`config.mk`:
```
export PLATFORM = sky130hd
export DESIGN_NAME = divider_32bit
export DESIGN_NICKNAME = d
export VERILOG_FILES = /design/src/rtl/cpu_pkg.sv /design/src/rtl/div_step.sv /design/src/rtl/divider_32bit.sv
export SDC_FILE = /design/constraint.sdc
export NUM_CORES = 1
export LEC_CHECK = 0
export BUFFER_PORTS_ARGS = -buffer_cell sky130_fd_sc_hd__clkbuf_2
export CORE_ASPECT_RATIO = 0.5
export CORE_UTILIZATION = 66
export CTS_BUF_LIST = sky130_fd_sc_hd__clkbuf_2
export CTS_CLUSTER_DIAMETER = 50
export CTS_CLUSTER_SIZE = 20
export DETAILED_ROUTE_END_ITERATION = 16
export GPL_ROUTABILITY_DRIVEN = 0
export MAX_ROUTING_LAYER = met4
export PLACE_DENSITY = 0.9
export SLEW_MARGIN = 20
export SYNTH_ARGS = -nofsm -noshare
export SYNTH_HDL_FRONTEND = slang
export SYNTH_SLANG_ARGS = --single-unit
```
`constraint.sdc`:
```
create_clock -name clock -period 7.62 [get_ports clock]
set_input_delay 0.381 -clock clock [delete_from_list [all_inputs] [get_ports clock]]
set_output_delay 0.381 -clock clock [all_outputs]
set_load 0.02 [all_outputs]
```
`src/rtl/cpu_pkg.sv`:
```
// Shared CPU execute-stage definitions used by the divider.
// Contents: word/counter widths, divider FSM state encoding, INT_MIN constant
// and a two's-complement magnitude helper.
package cpu_pkg;

  localparam int WORD_W    = 32;
  localparam int DIV_CNT_W = 5;

  localparam logic [WORD_W-1:0] INT_MIN = 32'h8000_0000;

  typedef enum logic [1:0] {
    IDLE = 2'd0,
    RUN  = 2'd1,
    ZERO = 2'd2,
    DONE = 2'd3
  } div_state_e;

  // Magnitude of a two's-complement word, returned as unsigned.
  // INT_MIN maps to 0x80000000, which is the correct unsigned magnitude.
  function automatic logic [WORD_W-1:0] abs_w(input logic [WORD_W-1:0] v);
    return v[WORD_W-1] ? ({WORD_W{1'b0}} - v) : v;
  endfunction

endpackage

```
`src/rtl/div_step.sv`:
```
// One restoring-division step (combinational).
// Ports:
//   rem_i  - current partial remainder (always < dvs_i)
//   msb_i  - next dividend bit shifted into the remainder
//   dvs_i  - unsigned divisor magnitude
//   rem_o  - next partial remainder
//   q_o    - quotient bit produced by this step
module div_step
  import cpu_pkg::*;
#(
  parameter int W = WORD_W
) (
  input  logic [W-1:0] rem_i,
  input  logic         msb_i,
  input  logic [W-1:0] dvs_i,
  output logic [W-1:0] rem_o,
  output logic         q_o
);

  logic [W:0] shifted;
  logic [W:0] trial;

  // rem_i < dvs_i <= 2^(W-1), so the shifted value and the trial difference
  // both fit a W+1 bit signed range; trial[W] is the sign.
  assign shifted = {rem_i, msb_i};
  assign trial   = shifted - {1'b0, dvs_i};
  assign q_o     = ~trial[W];
  assign rem_o   = q_o ? trial[W-1:0] : shifted[W-1:0];

endmodule

```
`src/rtl/divider_32bit.sv`:
```
// Multi-cycle signed 32-bit divider, one quotient bit per clock.
// Ports:
//   clock, reset          - rising-edge clock, synchronous active-high reset
//   data_operandA/B       - dividend / divisor (two's complement), latched on start
//   ctrl_DIV              - start request, honoured only in IDLE or DONE
//   data_result           - quotient truncated toward zero (held until next result)
//   data_exception        - divide-by-zero or INT_MIN/-1 overflow
//   data_resultRDY        - one-cycle pulse marking a new result
//   busy                  - high while a divide is in flight (RUN or ZERO)
module divider_32bit
  import cpu_pkg::*;
#(
  parameter int WIDTH = WORD_W
) (
  input  logic             clock,
  input  logic             reset,
  input  logic [WIDTH-1:0] data_operandA,
  input  logic [WIDTH-1:0] data_operandB,
  input  logic             ctrl_DIV,
  output logic [WIDTH-1:0] data_result,
  output logic             data_exception,
  output logic             data_resultRDY,
  output logic             busy
);

  localparam logic [DIV_CNT_W-1:0] LAST_STEP = DIV_CNT_W'(WIDTH - 1);

  div_state_e state_q, state_d;

  logic [DIV_CNT_W-1:0] cnt_q, cnt_d;
  logic [WIDTH-1:0]     rem_q, rem_d;
  logic [WIDTH-1:0]     quo_q, quo_d;   // dividend bits shift out, quotient bits shift in
  logic [WIDTH-1:0]     dvs_q, dvs_d;
  logic                 sign_q, sign_d;
  logic                 ovf_q, ovf_d;
  // fin_q: the next edge leaves RUN/ZERO for DONE. It gives RUN one extra
  // cycle after the last step and stretches ZERO to two cycles.
  logic                 fin_q, fin_d;
  logic [WIDTH-1:0]     res_q, res_d;
  logic                 exc_q, exc_d;
  logic                 rdy_q, rdy_d;

  logic                 start;
  logic                 b_zero;
  logic [WIDTH-1:0]     step_rem;
  logic                 step_bit;

  assign start  = ctrl_DIV && (state_q == IDLE || state_q == DONE);
  assign b_zero = (data_operandB == '0);

  div_step #(.W(WIDTH)) u_step (
    .rem_i (rem_q),
    .msb_i (quo_q[WIDTH-1]),
    .dvs_i (dvs_q),
    .rem_o (step_rem),
    .q_o   (step_bit)
  );

  // State register
  always_ff @(posedge clock) begin
    if (reset) state_q <= IDLE;
    else       state_q <= state_d;
  end

  // Next-state logic
  always_comb begin
    state_d = state_q;
    unique case (state_q)
      IDLE:    if (ctrl_DIV) state_d = b_zero ? ZERO : RUN;
      RUN:     if (fin_q)    state_d = DONE;
      ZERO:    if (fin_q)    state_d = DONE;
      DONE:    state_d = ctrl_DIV ? (b_zero ? ZERO : RUN) : IDLE;
      default: state_d = IDLE;
    endcase
  end

  // Datapath: operand capture and restoring steps
  always_comb begin
    cnt_d  = cnt_q;
    rem_d  = rem_q;
    quo_d  = quo_q;
    dvs_d  = dvs_q;
    sign_d = sign_q;
    ovf_d  = ovf_q;
    fin_d  = fin_q;
    if (start) begin
      dvs_d  = abs_w(data_operandB);
      quo_d  = abs_w(data_operandA);
      rem_d  = '0;
      cnt_d  = '0;
      sign_d = data_operandA[WIDTH-1] ^ data_operandB[WIDTH-1];
      ovf_d  = (data_operandA == INT_MIN) && (data_operandB == '1);
      fin_d  = 1'b0;
    end else if (state_q == RUN) begin
      if (fin_q) begin
        fin_d = 1'b0;
      end else begin
        rem_d = step_rem;
        quo_d = {quo_q[WIDTH-2:0], step_bit};
        cnt_d = cnt_q + 1'b1;
        fin_d = (cnt_q == LAST_STEP);
      end
    end else if (state_q == ZERO) begin
      fin_d = ~fin_q;
    end
  end

  // Output logic: result registers load on DONE entry only
  always_comb begin
    res_d = res_q;
    exc_d = exc_q;
    rdy_d = 1'b0;
    if (fin_q && state_q == ZERO) begin
      res_d = '0;
      exc_d = 1'b1;
      rdy_d = 1'b1;
    end else if (fin_q && state_q == RUN) begin
      // INT_MIN / -1 yields magnitude 0x80000000 with positive sign,
      // which is already the wrapped result; only the flag differs.
      res_d = sign_q ? ({WIDTH{1'b0}} - quo_q) : quo_q;
      exc_d = ovf_q;
      rdy_d = 1'b1;
    end
  end

  always_ff @(posedge clock) begin
    if (reset) begin
      cnt_q  <= '0;
      rem_q  <= '0;
      quo_q  <= '0;
      dvs_q  <= '0;
      sign_q <= 1'b0;
      ovf_q  <= 1'b0;
      fin_q  <= 1'b0;
      res_q  <= '0;
      exc_q  <= 1'b0;
      rdy_q  <= 1'b0;
    end else begin
      cnt_q  <= cnt_d;
      rem_q  <= rem_d;
      quo_q  <= quo_d;
      dvs_q  <= dvs_d;
      sign_q <= sign_d;
      ovf_q  <= ovf_d;
      fin_q  <= fin_d;
      res_q  <= res_d;
      exc_q  <= exc_d;
      rdy_q  <= rdy_d;
    end
  end

  assign data_result    = res_q;
  assign data_exception = exc_q;
  assign data_resultRDY = rdy_q;
  assign busy           = (state_q == RUN) || (state_q == ZERO);

endmodule

```
==> qor.csv <==
metric,value,unit
result of the run,"finished, final reports clean",
Layout Skew,52.70,ps
Worst Min Path Start,data_operandA[30],
antenna-violating nets left,0,
startpoint-to-endpoint class of the critical path,reg -> reg,
clock tree from TritonCTS,done,
worst-case vdd ir drop,0.2179,mV
flip-flop and latch count after synthesis,140,
Finish-stage setup viols,0,
Post-Synthesis Cell Area,0.009291,mm2
initial standard-cell utilization of the core,0.6819,
"Area growth, synth to finish",10.61,%
initial drt markers,935,
total clock buffers created by CTS,17,
number of synthesized flops with an enable pin,0,
crit path capture type,flop,
end of the worst register-to-register path,rem_q[25]$_SDFFE_PP0P_,
average instance area after synthesis,7.717,um2
Leakage Power,4.010,nW
setup total negative slack,0,ps
setup repair after global routing missed its margin,no,
total number of placement rows,30,
chip height,85.90,um
ratio of total power to cell area,417.5,mW/mm2
count of warnings emitted by yosys,0,
"CTS clk-pin slew, worst paths",240,ps
overall via count from detail_route,9274,
Total Die Area,0.01459,mm2
fin nets,1383,
instance count of the mapped netlist,1204,
number of antenna violations at the first check in global routing,1,
Core Footprint,0.01363,mm2
cell at the root of the clock tree,clkbuf_2,
total global-route track usage,0.3375,
cell family contributing the most delay on the critical path,simple AND/OR/NAND/NOR gates,
most instantiated flip-flop cell in the synthesis netlist,dfxtp_1,
actual transition at the worst max-transition pin,1068,ps
global-route wire length before repair,39030,um
Min-Delay Path Depth,3,
max-capacitance violation count,0,
Die X,169.8,um
synthesized netlist net count,1315,
HPWL after detailed placement,16440,um
sequential share of the synthesized area,0.3016,
largest net degree at the start of global routing,91,
Critical Path Start Type,flop,
Congestion Overflow GR,0,
standard cell with the maximum stage delay on the critical path,or3_1,
CP Data Arrival Time,4450,ps
via count of the first global-routing pass,8286,
worst r2r path cells,12,
CP Max Fanout,24,
most frequent cells in the layout,"nand2_1 (155), nor2_1 (145), dfxtp_1 (139), clkbuf_2 (119), xor2_1 (70)",
final-report max-slew violation count,0,
CP max stage delay,770,ps
average via count per standard cell,6.275,
number of buffers on the longest clock path,2,
number of setup buffers added after CTS,0,
Inst Count DP,1426,
residual DRC count,0,
count of hold-fix buffers inserted at cts,19,
fraction of final layout cells sized beyond drive strength 1,0.1230,
IO Port Bufs,101,
detailed-route wire length,24080,um
worst endpoint required time,8170,ps
number of distinct standard cells referenced by the synthesized netlist,60,
boundary pin count,102,
share of synthesized flip-flops with an asynchronous set or reset,0,
count of cells resized by post-cts repair,0,
"commonest non-fill, non-tap cell in the layout",nand2_1,
Buf/Inv on CP,1,
startpoint of the worst register-to-register path,quo_q[31]$_SDFFE_PP0P_,
hold worst-path end,quo_q[30]$_SDFFE_PP0P_,
clock latency of the later-clocked register in the worst-skew pair,710,ps
number of H-tree levels,4,
number of clock sinks,140,
number of iterations in the first detailed-routing pass,6,
min cycle time layout,3901,ps
average detailed-routed wire length per instance,16.29,um
cells along the critical path,inv_1 -> ha_1 -> fa_1 -> nor2b_1 -> o2111ai_1 -> and3_1 -> o31a_1 -> nor4_1 -> or3_1 -> a2111oi_0 -> a221oi_1 -> a21oi_1,
number of hold violations in the final report,0,
min-delay worst type,in -> reg,
"setup slack, reg-to-reg",3720,ps
maximum achievable frequency,256.3,MHz
overall power consumption,0.004291,W
share of the clock period used by the worst path,0.5120,
final cell count without fillers,1478,
count of filler cells inserted in the layout,962,
max_slew headroom,0.2883,
[power by group]
| group | internal, W | switching, W | total (W) |
|---|---|---|---|
| Sequential | 0.000928 | 0.000203 | 0.00113 |
| Clock | 0.000167 | 0.000322 | 0.000488 |
| Combinational | 0.000997 | 0.00167 | 0.00267 |
[through the flow]
step	utilization	hold slack (ps)	setup WS (ps)	area, um2
finish	0.7543	35.66	3719	10280
floorplan	-	425.7	4206	9291
global placement	0.7202	436.0	3938	9813
CTS	0.7539	0.6501	3695	10270
global route	0.7543	2.935	3386	10280
detailed placement	0.7202	447.9	3801	9813
[cell type report]
class	count	area [um2]	share of cell area
multi-input cells	933	6022	0.5859
inverters	55	206.4	0.02009
diodes	1	2.502	0.0002435
well taps	192	240.2	0.02337
repair buffers	125	733.2	0.07134
clock inverters	14	178.9	0.01741
clock buffers	18	90.09	0.008765
flip-flops and latches	140	2804	0.2728
[metal layers]
metal  part of all wire  vias to the layer above  track usage
met5                  0                        -            -
met4              0.027                        0       0.1278
met3              0.077                       62      0.05491
met2               0.46                      453       0.5443
met1               0.44                     4268       0.4275
li1                   -                     4491            -
[cells in the mapped netlist (18+ instances only)]
| cell type | number | share of area |
|---|---|---|
| a21oi_1 | 54 | 0.029 |
| a211oi_1 | 66 | 0.053 |
| o31ai_1 | 29 | 0.023 |
| nor2_1 | 146 | 0.059 |
| ha_1 | 43 | 0.058 |
| dfxtp_1 | 140 | 0.30 |
| or4_1 | 18 | 0.015 |
| o21ai_0 | 56 | 0.030 |
| nand2_1 | 155 | 0.063 |
| xor2_1 | 70 | 0.066 |
| xnor2_1 | 44 | 0.041 |
| clkbuf_1 | 70 | 0.028 |
| inv_1 | 55 | 0.022 |
| a311oi_1 | 41 | 0.039 |
[flip-flops by register name (all words and copies together) (netlist names), 2 cells and up]
register,flops
data_result,32
dvs_q,32
quo_q,32
rem_q,32
cnt_q,5
state_q,2
[worst max-delay path by stage]
stage | start | endpoint | slack (ps) | depth (start not counted)
floorplan | quo_q[6]$_SDFFE_PP0P_ | data_result[28]$_SDFFE_PP0P_ | 4210 | 9
global placement | quo_q[31]$_SDFFE_PP0P_ | rem_q[25]$_SDFFE_PP0P_ | 3940 | 12
detailed placement | quo_q[31]$_SDFFE_PP0P_ | rem_q[25]$_SDFFE_PP0P_ | 3800 | 12
CTS | quo_q[31]$_SDFFE_PP0P_ | rem_q[25]$_SDFFE_PP0P_ | 3700 | 12
global route | quo_q[31]$_SDFFE_PP0P_ | rem_q[25]$_SDFFE_PP0P_ | 3390 | 12
finish | quo_q[31]$_SDFFE_PP0P_ | rem_q[25]$_SDFFE_PP0P_ | 3720 | 12
[tightest hold or removal path, stage by stage]
cell and delay (ps):
clkbuf_2 100, xor2_1 70, o22ai_1 130
[cell families (layout without fill, tap and decap cells)]
| logic type | Yosys count | count (layout) | synth area share |
|---|---|---|---|
| multiplexers | 17 | 17 | 0.01831 |
| buffers and inverters | 131 | 212 | 0.05292 |
| other | 0 | 1 | 0 |
| AO/OA/AOI/OAI | 331 | 331 | 0.2499 |
| adder cells (fa/ha/maj) | 44 | 44 | 0.06006 |
| flip-flops | 140 | 140 | 0.3016 |
| XOR/XNOR | 114 | 114 | 0.1075 |
| AND/OR/NAND/NOR | 427 | 427 | 0.2097 |
Power figures use the tool's default switching activity.
